$ cat config.mk
export PLATFORM = sky130hd
export DESIGN_NAME = uart_receive
export DESIGN_NICKNAME = d
export VERILOG_FILES = /design/src/rtl/uart_pkg.sv /design/src/rtl/sync_ff.sv /design/src/rtl/uart_receive.sv
export SDC_FILE = /design/constraint.sdc
export NUM_CORES = 1
export LEC_CHECK = 0
export ABC_AREA = 1
export CORE_AREA = 10 10 86 73
export DETAILED_ROUTE_END_ITERATION = 8
export DIE_AREA = 0 0 96 83
export SLEW_MARGIN = 0
export SYNTH_ARGS = -nofsm -noshare
export SYNTH_HDL_FRONTEND = slang
export SYNTH_SLANG_ARGS = --single-unit
$ cat constraint.sdc
create_clock -name CLOCK_50 -period 3.8 [get_ports CLOCK_50]
set_clock_uncertainty 0.15 [all_clocks]
set_input_delay 0.95 -clock CLOCK_50 [delete_from_list [all_inputs] [get_ports CLOCK_50]]
set_output_delay 0.95 -clock CLOCK_50 [all_outputs]
set_load 0.01 [all_outputs]
$ cat src/rtl/uart_pkg.sv
// Shared UART definitions: FSM state encoding, frame width and the clocks-per-bit helper.
package uart_pkg;

  typedef enum logic [2:0] {
    IDLE,
    START,
    DATA,
    STOP,
    WAIT_IDLE
  } uart_state_e;

  localparam int DATA_BITS = 8;

  function automatic int cpb(input int clk_hz, input int baud);
    return clk_hz / baud;
  endfunction

endpackage

$ cat src/rtl/sync_ff.sv
// Multi-flop synchronizer for a single asynchronous bit; reset value is selectable.
module sync_ff #(
  parameter int   DEPTH   = 2,
  parameter logic RST_VAL = 1'b1
) (
  input  logic clk,
  input  logic rst_n,
  input  logic d,
  output logic q
);

  logic [DEPTH-1:0] stage_reg;

  always_ff @(posedge clk or negedge rst_n) begin
    if (!rst_n) begin
      stage_reg <= {DEPTH{RST_VAL}};
    end else begin
      stage_reg <= {stage_reg[DEPTH-2:0], d};
    end
  end

  assign q = stage_reg[DEPTH-1];

endmodule

$ cat src/rtl/uart_receive.sv
// 8N1 UART receiver with mid-bit sampling, a one-entry valid/ready holding register,
// and single-cycle frame_err / overrun pulses.
module uart_receive
  import uart_pkg::*;
#(
  parameter int CLK_HZ  = 50_000_000,
  parameter int BAUD    = 115_200,
  parameter int SYNC_FF = 2
) (
  input  logic       CLOCK_50,
  input  logic       RESET_N,
  input  logic       RX,
  output logic [7:0] data,
  output logic       data_valid,
  input  logic       data_ready,
  output logic       frame_err,
  output logic       overrun,
  output logic       busy
);

  localparam int              CPB      = cpb(CLK_HZ, BAUD);
  localparam int              CW       = $clog2(CPB);
  localparam logic [CW-1:0]   CNT_HALF = CW'(CPB / 2 - 1);
  localparam logic [CW-1:0]   CNT_LAST = CW'(CPB - 1);
  localparam logic [2:0]      BIT_LAST = 3'(DATA_BITS - 1);

  logic                 rx_s;
  uart_state_e          state_reg;
  logic [CW-1:0]        cnt_reg;
  logic [2:0]           bit_reg;
  logic [DATA_BITS-1:0] shift_reg;
  logic                 deliver_reg;
  logic [DATA_BITS-1:0] data_reg;
  logic                 valid_reg;
  logic                 frame_err_reg;
  logic                 overrun_reg;
  logic [SYNC_FF-1:0]   flush_reg;
  logic                 armed_reg;

  sync_ff #(
    .DEPTH   (SYNC_FF),
    .RST_VAL (1'b1)
  ) u_rx_sync (
    .clk   (CLOCK_50),
    .rst_n (RESET_N),
    .d     (RX),
    .q     (rx_s)
  );

  // Start detection is armed only once the synchronizer holds real samples and the
  // line has been seen high, so a reset released mid-frame cannot fake a start bit.
  always_ff @(posedge CLOCK_50 or negedge RESET_N) begin
    if (!RESET_N) begin
      state_reg     <= IDLE;
      cnt_reg       <= '0;
      bit_reg       <= '0;
      shift_reg     <= '0;
      deliver_reg   <= 1'b0;
      data_reg      <= '0;
      valid_reg     <= 1'b0;
      frame_err_reg <= 1'b0;
      overrun_reg   <= 1'b0;
      flush_reg     <= '0;
      armed_reg     <= 1'b0;
    end else begin
      frame_err_reg <= 1'b0;
      overrun_reg   <= 1'b0;
      deliver_reg   <= 1'b0;
      flush_reg     <= {flush_reg[SYNC_FF-2:0], 1'b1};
      if (flush_reg[SYNC_FF-1] && rx_s) begin
        armed_reg <= 1'b1;
      end

      if (deliver_reg) begin
        if (!valid_reg || data_ready) begin
          data_reg  <= shift_reg;
          valid_reg <= 1'b1;
        end else begin
          overrun_reg <= 1'b1;
        end
      end else if (valid_reg && data_ready) begin
        valid_reg <= 1'b0;
      end

      case (state_reg)
        IDLE: begin
          if (armed_reg && !rx_s) begin
            state_reg <= START;
            cnt_reg   <= '0;
          end
        end
        START: begin
          if (cnt_reg == CNT_HALF) begin
            cnt_reg <= '0;
            if (rx_s) begin
              state_reg <= IDLE;
            end else begin
              state_reg <= DATA;
              bit_reg   <= '0;
            end
          end else begin
            cnt_reg <= cnt_reg + 1'b1;
          end
        end
        DATA: begin
          if (cnt_reg == CNT_LAST) begin
            cnt_reg   <= '0;
            shift_reg <= {rx_s, shift_reg[DATA_BITS-1:1]};
            if (bit_reg == BIT_LAST) begin
              state_reg <= STOP;
            end else begin
              bit_reg <= bit_reg + 1'b1;
            end
          end else begin
            cnt_reg <= cnt_reg + 1'b1;
          end
        end
        STOP: begin
          if (cnt_reg == CNT_LAST) begin
            cnt_reg <= '0;
            if (rx_s) begin
              deliver_reg <= 1'b1;
              state_reg   <= IDLE;
            end else begin
              frame_err_reg <= 1'b1;
              state_reg     <= WAIT_IDLE;
            end
          end else begin
            cnt_reg <= cnt_reg + 1'b1;
          end
        end
        WAIT_IDLE: begin
          if (rx_s) begin
            state_reg <= IDLE;
            cnt_reg   <= '0;
          end
        end
        default: begin
          state_reg <= IDLE;
          cnt_reg   <= '0;
        end
      endcase
    end
  end

  assign data       = data_reg;
  assign data_valid = valid_reg;
  assign frame_err  = frame_err_reg;
  assign overrun    = overrun_reg;
  assign busy       = (state_reg != IDLE);

endmodule
==> metrics.json, run 1 <==
{
  "result_of_the_run": "finished clean",
  "clockRootBuffer": "sky130_fd_sc_hd__clkbuf_8",
  "tritoncts.num_buffers": 5,
  "placement.io_buffers": 15,
  "cts_tree": "yes",
  "worst_setup_path_start_kind": "register",
  "setup_tns_ps": 0,
  "detailedRoute.firstIterationViolations": 69,
  "grt_max_degree": 41,
  "postSynth.topFlopCell": "sky130_fd_sc_hd__dfrtp_1",
  "route.detailed.vias_per_inst": 4.79,
  "p_sw_w": 0.000438,
  "min-delay-path-class": "register to register",
  "dp_worst_setup_slack_ps": 1340,
  "timing.hold.worst.start": "flush_reg[0]",
  "synth_top_family_by_area": "simple AND/OR/NAND/NOR gates",
  "max_reg_flops": 9,
  "routed_wl_um": 3730,
  "timing.setup.critical_path_class": "register to output pin",
  "clkPwrFrac_pct": 23.5,
  "sequentialPowerShare_pct": 44.7,
  "clock_sink_count": 40,
  "postLayoutCellArea_um2": 2290,
  "synth.yosys.seq_area_share_pct": 49.9,
  "fp.coreArea_um2": 4510,
  "syn_inst": 229,
  "measured_slew_at_the_worst_slew_check_pin_ps": 872,
  "crit_path_max_fanout": 7,
  "power.static_leakage_nw": 1.09,
  "cts_max_path_buffers": 2,
  "finalWorstPathRequiredPeriod_ps": 2660,
  "synth_xor_xnor_area_share_pct": 0.871,
  "grt_pass1_wl_um": 6490,
  "maxCapViolations": 0,
  "die_w_um": 96,
  "synth.area.top_cells": "sky130_fd_sc_hd__dfrtp_1 47%, sky130_fd_sc_hd__nand2_1 11%, sky130_fd_sc_hd__nand3_1 5.2%, sky130_fd_sc_hd__inv_1 5.0%, sky130_fd_sc_hd__o21ai_2 3.5%",
  "area_growth_pct": 13.9,
  "peakVddDrop_mv": 0.299,
  "mappedNetlistArea_um2": 2010,
  "unrepaired_setup_endpoints_after_global_routing": "false",
  "synth_mux_area_share_pct": 0.560,
  "final_hpwl_from_detailed_placement_um": 2760,
  "fmax_mhz": 376,
  "cell_internal_pwr_w": 0.000716,
  "placedInstanceArea_um2": 2210,
  "wire_per_inst_um": 12.1,
  "total_power_consumption_w": 0.00115,
  "via_count": 1479,
  "ys_async_sr_fraction_pct": 100,
  "layout.filler_cells": 451,
  "multi_input_area_um2": 866,
  "firstDrtPassIters": 4,
  "timing.final.ws_setup_ps": 1140,
  "switching_share_pct": 37.9,
  "p_comb_share_pct": 31.7,
  "final_max_slew_viol_count": 0,
  "post-synth-top-area-cell": "sky130_fd_sc_hd__dfrtp_1",
  "final.period_utilization_pct": 70.1,
  "proportion_of_layout_cells_with_a_drive_suffix_above_1_pct": 17.7,
  "ioPinCount": 16,
  "rows": 22,
  "critical_path_required_ps": 2700,
  "yosysWarningCount": 0,
  "timing.final.setup_violations": 0,
  "groute.usage.overall_pct": 10.1,
  "syn_avg_cell_area_um2": 8.79,
  "worst-r2r-setup-slack_ps": 2040,
  "design.die.area_um2": 7970,
  "routabilityCongestion": 0.865,
  "ys_ff_latch": 40,
  "critical_path.endpoint_type": "output pin",
  "synth_compound_area_share_pct": 8.27,
  "start_util_pct": 44.6,
  "post_cts.repair.setup_buffers": 0,
  "number_of_enable_flip_flop_cells_after_synthesis": 0,
  "reg2reg_from": "state_reg[2]",
  "antenna_found_initial": 0,
  "synth_fp_nets": 238,
  "min_to": "flush_reg[1]",
  "timing_hold_violations_final": 0,
  "clkTransAtPathRegs_ps": 70,
  "die_h_um": 83,
  "capture_instance_of_the_worst_register_to_register_path": "bit_reg[0]",
  "globalRouteOverflowTotal": 0,
  "antenna_cells": 0,
  "hold_ws_ps": 209,
  "fin_nets": 257,
  "cts_hold_buffers": 0,
  "ff_latch_area_um2": 1000,
  "post_synth_and_or_nand_nor_area_fraction_pct": 30.0,
  "cp.arrival_ps": 1560,
  "synth-adder-area-share_pct": 3.11,
  "r2r.worst_path.cells": 8,
  "clock_insertion_delay_worst_skew_ps": 290,
  "share_of_the_synthesized_area_in_the_top_cell_type_pct": 47.3,
  "post_cts.resized_instances": 0,
  "number_of_instances_on_the_worst_hold_path": 0,
  "power-per-cell-area_nw_per_um2": 504,
  "post-route-drc-count": 0,
  "maxSlewHeadroom_pct": 41.8,
  "via_count_of_the_first_global_routing_pass": 1373,
  "postRouteAntennaNets": 0,
  "clock_tree.htree_level_count": 2,
  "synth.lib_cells_used.distinct": 31
}
==> cells in the mapped netlist (2+ instances only) <==
cell type	instances
sky130_fd_sc_hd__o21ai_1	3
sky130_fd_sc_hd__dfstp_2	2
sky130_fd_sc_hd__nand2_2	8
sky130_fd_sc_hd__o21ai_2	8
sky130_fd_sc_hd__nor2_2	3
sky130_fd_sc_hd__nand3_2	4
sky130_fd_sc_hd__dfrtp_1	38
sky130_fd_sc_hd__nor4_1	2
sky130_fd_sc_hd__inv_2	5
sky130_fd_sc_hd__xor2_1	2
sky130_fd_sc_hd__o21ai_0	8
sky130_fd_sc_hd__nand2_1	60
sky130_fd_sc_hd__inv_1	27
sky130_fd_sc_hd__ha_1	5
sky130_fd_sc_hd__nand4_1	8
sky130_fd_sc_hd__nand3_1	21
sky130_fd_sc_hd__nor2_1	11
==> worst max-delay path by stage <==
stage / slack (ps) / end / cells past startpoint / startpoint
after global placement: 1370 / data[0] / 5 / data_ready
after global routing: 1040 / busy / 3 / state_reg[1]
after CTS: 1120 / busy / 3 / state_reg[0]
final: 1140 / busy / 3 / state_reg[0]
after detailed placement: 1340 / data[0] / 5 / data_ready
after floorplan: 1950 / busy / 2 / state_reg[1]
==> layout make-up <==
| type | count | share of cell area [%] |
|---|---|---|
| repair buffers | 15 | 6.34 |
| clock buffers | 7 | 3.33 |
| flip-flops and latches | 40 | 43.8 |
| clock inverters | 1 | 0.218 |
| multi-input cells | 154 | 37.8 |
| inverters | 32 | 5.24 |
| well taps | 60 | 3.28 |
==> per-layer routing <==
metal | vias up | global-route usage (%) | routed length (µm)
li1 | 777 | - | -
met1 | 672 | 14.4 | 1930
met5 | - | 0 | 0
met4 | 0 | 3.99 | 38
met3 | 3 | 3.33 | 224
met2 | 27 | 13.5 | 1540
==> critical path: stages (launching register included) <==
cell                              delay [ps]
sky130_fd_sc_hd__dfrtp_1                 460
sky130_fd_sc_hd__nor2_1                  220
sky130_fd_sc_hd__nand2_1                 100
sky130_fd_sc_hd__clkdlybuf4s50_1         490
==> power by group through the flow <==
stage               Clock [W]  Combinational (W)  Sequential [W]
floorplan                   0           0.000276        0.000514
global placement            0           0.000363        0.000523
detailed placement          0           0.000363        0.000525
CTS                  0.000283           0.000367        0.000515
global route         0.000300           0.000416        0.000525
finish               0.000272           0.000366        0.000516
==> kinds of logic (layout without fill, tap and decap cells) <==
group	Yosys count	count (layout)
AO/OA/AOI/OAI	23	23
XOR/XNOR	2	2
adder cells (fa/ha/maj)	5	5
buffers and inverters	35	55
flip-flops	40	40
multiplexers	1	1
other	1	1
AND/OR/NAND/NOR	122	122
==> metrics by stage <==
stage	util (%)	std cells
floorplan	-	229
global placement	48.9	301
detailed placement	48.9	301
CTS	50.7	309
global route	50.7	309
finish	50.7	309
==> layout by cell type, fill, tap and decap left out, drive strengths merged <==
master	netlist	routed
mux2	1	1
buf	2	1
nor2	15	15
clkbuf	1	7
o221ai	1	1
nor3	2	2
nand4	8	8
nor4	2	2
o21ai	19	19
nand3	26	26
inv	32	32
dfrtp	38	38
xor2	2	2
clkinv	0	1
a21oi	2	2
dfstp	2	2
nand2	69	69
ha	5	5
clkdlybuf4s50	0	14
conb	1	1
o211ai	1	1
Note: power is estimated with default switching activity, not from simulation.
==> run 2: changes to the inputs <==
Clock period 3.8 ns to 2.7 ns, I/O delays scaled along.
==> run 2 against run 1 <==
Effect of this change: hold slack got worse by 9.9 ps; combinational power grew 39%; routed wire length increased by 1.1%; largest cell class unchanged; worst setup slack got worse by 860 ps; die area did not move; sequential share of layout area shrank 0.71 points; flip-flop and latch count stayed put; sequential power increased by 41%.
==> metrics.json, run 2 (synthesized netlist as in run 1, its figures left out) <==
{
  "peakVddDrop": {"value": 0.552, "unit": "mV", "change": "+85%"},
  "via_count_of_the_first_global_routing_pass": {"value": 1392, "change": "+1.4%"},
  "reg2reg_from": "cnt_reg[1]",
  "via_count": {"value": 1471, "change": "-0.54%"},
  "timing_hold_violations_final": {"value": 0, "change": "unchanged"},
  "antenna_found_initial": {"value": 0, "change": "unchanged"},
  "final.period_utilization_pct": 89.6,
  "power-per-cell-area": {"value": 741, "unit": "nW/µm²", "change": "+47%"},
  "timing.final.setup_violations": {"value": 0, "change": "unchanged"},
  "proportion_of_layout_cells_with_a_drive_suffix_above_1": {"value": 18.8, "unit": "%", "change": "+1.1 points"},
  "layout.core_utilization": {"value": 51.6, "unit": "%", "change": "+0.83 points"},
  "post_cts.repair.setup_buffers": {"value": 0, "change": "unchanged"},
  "placement.io_buffers": {"value": 15, "change": "unchanged"},
  "final_max_slew_viol_count": {"value": 0, "change": "unchanged"},
  "routabilityCongestion": {"value": 0.865, "change": "about the same"},
  "stdcell_count": {"value": 310, "change": "+0.32%"},
  "ioPinCount": {"value": 16, "change": "unchanged"},
  "critical_path_required": {"value": 1880, "unit": "ps", "change": "-820 ps"},
  "postLayoutCellArea": {"value": 2330, "unit": "µm²", "change": "+1.6%"},
  "timing.hold.worst.start": "u_rx_sync.stage_reg[0]",
  "worst_setup_path_start_kind": "register",
  "layout_common_cells": "60 x sky130_fd_sc_hd__nand2_1, 38 x sky130_fd_sc_hd__dfrtp_1, 27 x sky130_fd_sc_hd__inv_1",
  "firstDrtPassIters": {"value": 4, "change": "unchanged"},
  "timing.final.ws_setup": {"value": 280, "unit": "ps", "change": "-858 ps"},
  "maxSlewHeadroom": {"value": 66.4, "unit": "%", "change": "+25 points"},
  "design.die.area": {"value": 7970, "unit": "µm²", "change": "unchanged"},
  "area_growth_pct": 15.7,
  "cts_max_path_buffers": {"value": 2, "change": "unchanged"},
  "postRouteAntennaNets": {"value": 0, "change": "unchanged"},
  "timing.setup.critical_path_class": "register to output pin",
  "finalWorstPathRequiredPeriod_ps": 2420,
  "critical_path.cell_chain": "nor2_1, nand2_1, clkdlybuf4s50_1",
  "count_of_buffering_cells_on_the_critical_path_with_inverters_included": {"value": 1, "change": "unchanged"},
  "placedInstanceArea": {"value": 2220, "unit": "µm²", "change": "+0.34%"},
  "unrepaired_setup_endpoints_after_global_routing": "false",
  "setup_tns": {"value": 0, "unit": "ps", "change": "unchanged"},
  "start_util": {"value": 44.6, "unit": "%", "change": "unchanged"},
  "power.static_leakage": {"value": 1.11, "unit": "nW", "change": "+1.5%"},
  "commonest_non_fill_non_tap_cell_in_the_layout": "sky130_fd_sc_hd__nand2_1",
  "tritoncts.num_buffers": {"value": 5, "change": "unchanged"},
  "final_hpwl_from_detailed_placement": {"value": 2760, "unit": "µm", "change": "-0.17%"},
  "maxCapViolations": {"value": 0, "change": "unchanged"},
  "fmax_mhz": 413,
  "clock_insertion_delay_worst_skew": {"value": 300, "unit": "ps", "change": "about the same"},
  "die_w": {"value": 96, "unit": "µm", "change": "unchanged"},
  "result_of_the_run": "finished clean",
  "measured_slew_at_the_worst_slew_check_pin": {"value": 502, "unit": "ps", "change": "-370 ps"},
  "clock_tree.htree_level_count": {"value": 2, "change": "unchanged"},
  "max_reg_flops": {"value": 9, "change": "unchanged"},
  "globalRouteOverflowTotal": {"value": 0, "change": "unchanged"},
  "cts_hold_buffers": {"value": 0, "change": "unchanged"},
  "dp_worst_setup_slack": {"value": 519, "unit": "ps", "change": "-822 ps"},
  "fin_nets": {"value": 258, "change": "+0.39%"},
  "rows": {"value": 22, "change": "unchanged"},
  "post-route-drc-count": {"value": 0, "change": "unchanged"},
  "placedCellCount": {"value": 302, "change": "+0.33%"},
  "cp.arrival": {"value": 1600, "unit": "ps", "change": "+40 ps"},
  "routed_wl": {"value": 3770, "unit": "µm", "change": "+1.1%"},
  "worst_setup_path_startpoint": "state_reg[0]",
  "grt_max_degree": {"value": 41, "change": "unchanged"},
  "layout.filler_cells": {"value": 432, "change": "-4.2%"},
  "fp.coreArea": {"value": 4510, "unit": "µm²", "change": "unchanged"},
  "cts_tree": "yes",
  "clkTransAtPathRegs": {"value": 80, "unit": "ps", "change": "about the same"},
  "grt_pass1_wl": {"value": 6580, "unit": "µm", "change": "+1.4%"},
  "worst_path_dominant_cell_family": "buffers and inverters",
  "min-delay-path-class": "register to register",
  "route.detailed.vias_per_inst": {"value": 4.75, "change": "-0.86%"},
  "critical-path-slowest-cell": "sky130_fd_sc_hd__clkdlybuf4s50_1",
  "clock_sink_count": {"value": 40, "change": "unchanged"},
  "post_cts.resized_instances": {"value": 0, "change": "unchanged"},
  "crit_path_max_fanout": {"value": 7, "change": "unchanged"},
  "wire_per_inst": {"value": 12.2, "unit": "µm", "change": "+0.75%"},
  "clockRootBuffer": "sky130_fd_sc_hd__clkbuf_8",
  "critical_path.endpoint_type": "output pin",
  "antenna_cells": {"value": 0, "change": "unchanged"},
  "worst_path_largest_cell_delay": {"value": 490, "unit": "ps", "change": "about the same"},
  "die_h": {"value": 83, "unit": "µm", "change": "unchanged"},
  "detailedRoute.firstIterationViolations": {"value": 89, "change": "+29%"},
  "groute.usage.overall": {"value": 10.3, "unit": "%", "change": "+0.20 points"}
}
[run 2: cell count changes in the layout (fill, tap and decap cells not counted)]
cell,before,now
sky130_fd_sc_hd__clkbuf_1,2,0
sky130_fd_sc_hd__buf_4,0,1
sky130_fd_sc_hd__bufinv_16,0,1
sky130_fd_sc_hd__clkinvlp_4,0,1
[run 2: metrics by stage]
| stage | hold WS [ps] | total power [W] |
|---|---|---|
| 2_1_floorplan | 181 | 0.00111 |
| 3_3_place_gp | 187 | 0.00125 |
| 3_5_place_dp | 192 | 0.00125 |
| 4_1_cts | 199 | 0.00174 |
| 5_1_grt | 211 | 0.00185 |
| 6_report | 199 | 0.00172 |
[run 2: worst paths after layout]
kind	end	slack [ps]	depth (start not counted)
worst min register to register	u_rx_sync.stage_reg[1]	200	0
max in group asynchronous	u_rx_sync.stage_reg[0]	1760	2
worst min-delay path	u_rx_sync.stage_reg[1]	200	0
worst max register to register	bit_reg[0]	930	9
worst max-delay path	busy	280	3
min in group asynchronous	cnt_reg[0]	260	2
[run 2: metal layers]
layer | vias to the layer above | track usage, % | part of all wire, %
li1 | 776 | - | -
met1 | 666 | 14.2 | 52
met2 | 25 | 13.8 | 40
met3 | 4 | 4.23 | 6.1
met4 | 0 | 3.86 | 1.2
met5 | - | 0 | 0
[run 2: report_power, final]
part	internal [W]	total, W	leakage (nW)	switching, W
Sequential	0.000654	0.000726	0.536	0.0000722
Combinational	0.000174	0.000510	0.522	0.000337
Clock	0.000273	0.000488	0.0541	0.000214
Total	0.00110	0.00172	1.11	0.000623
[run 2: area by class of cell]
cell class	instances	area (µm²)	area share, %
Timing Repair Buffer	16	153	6.56
Clock buffer	5	68.8	2.96
Sequential cell	40	1000	43.1
Multi-Input combinational cell	154	866	37.2
Tap cell	60	75.1	3.22
Inverter	32	120	5.16
Clock inverter	3	42.5	1.83
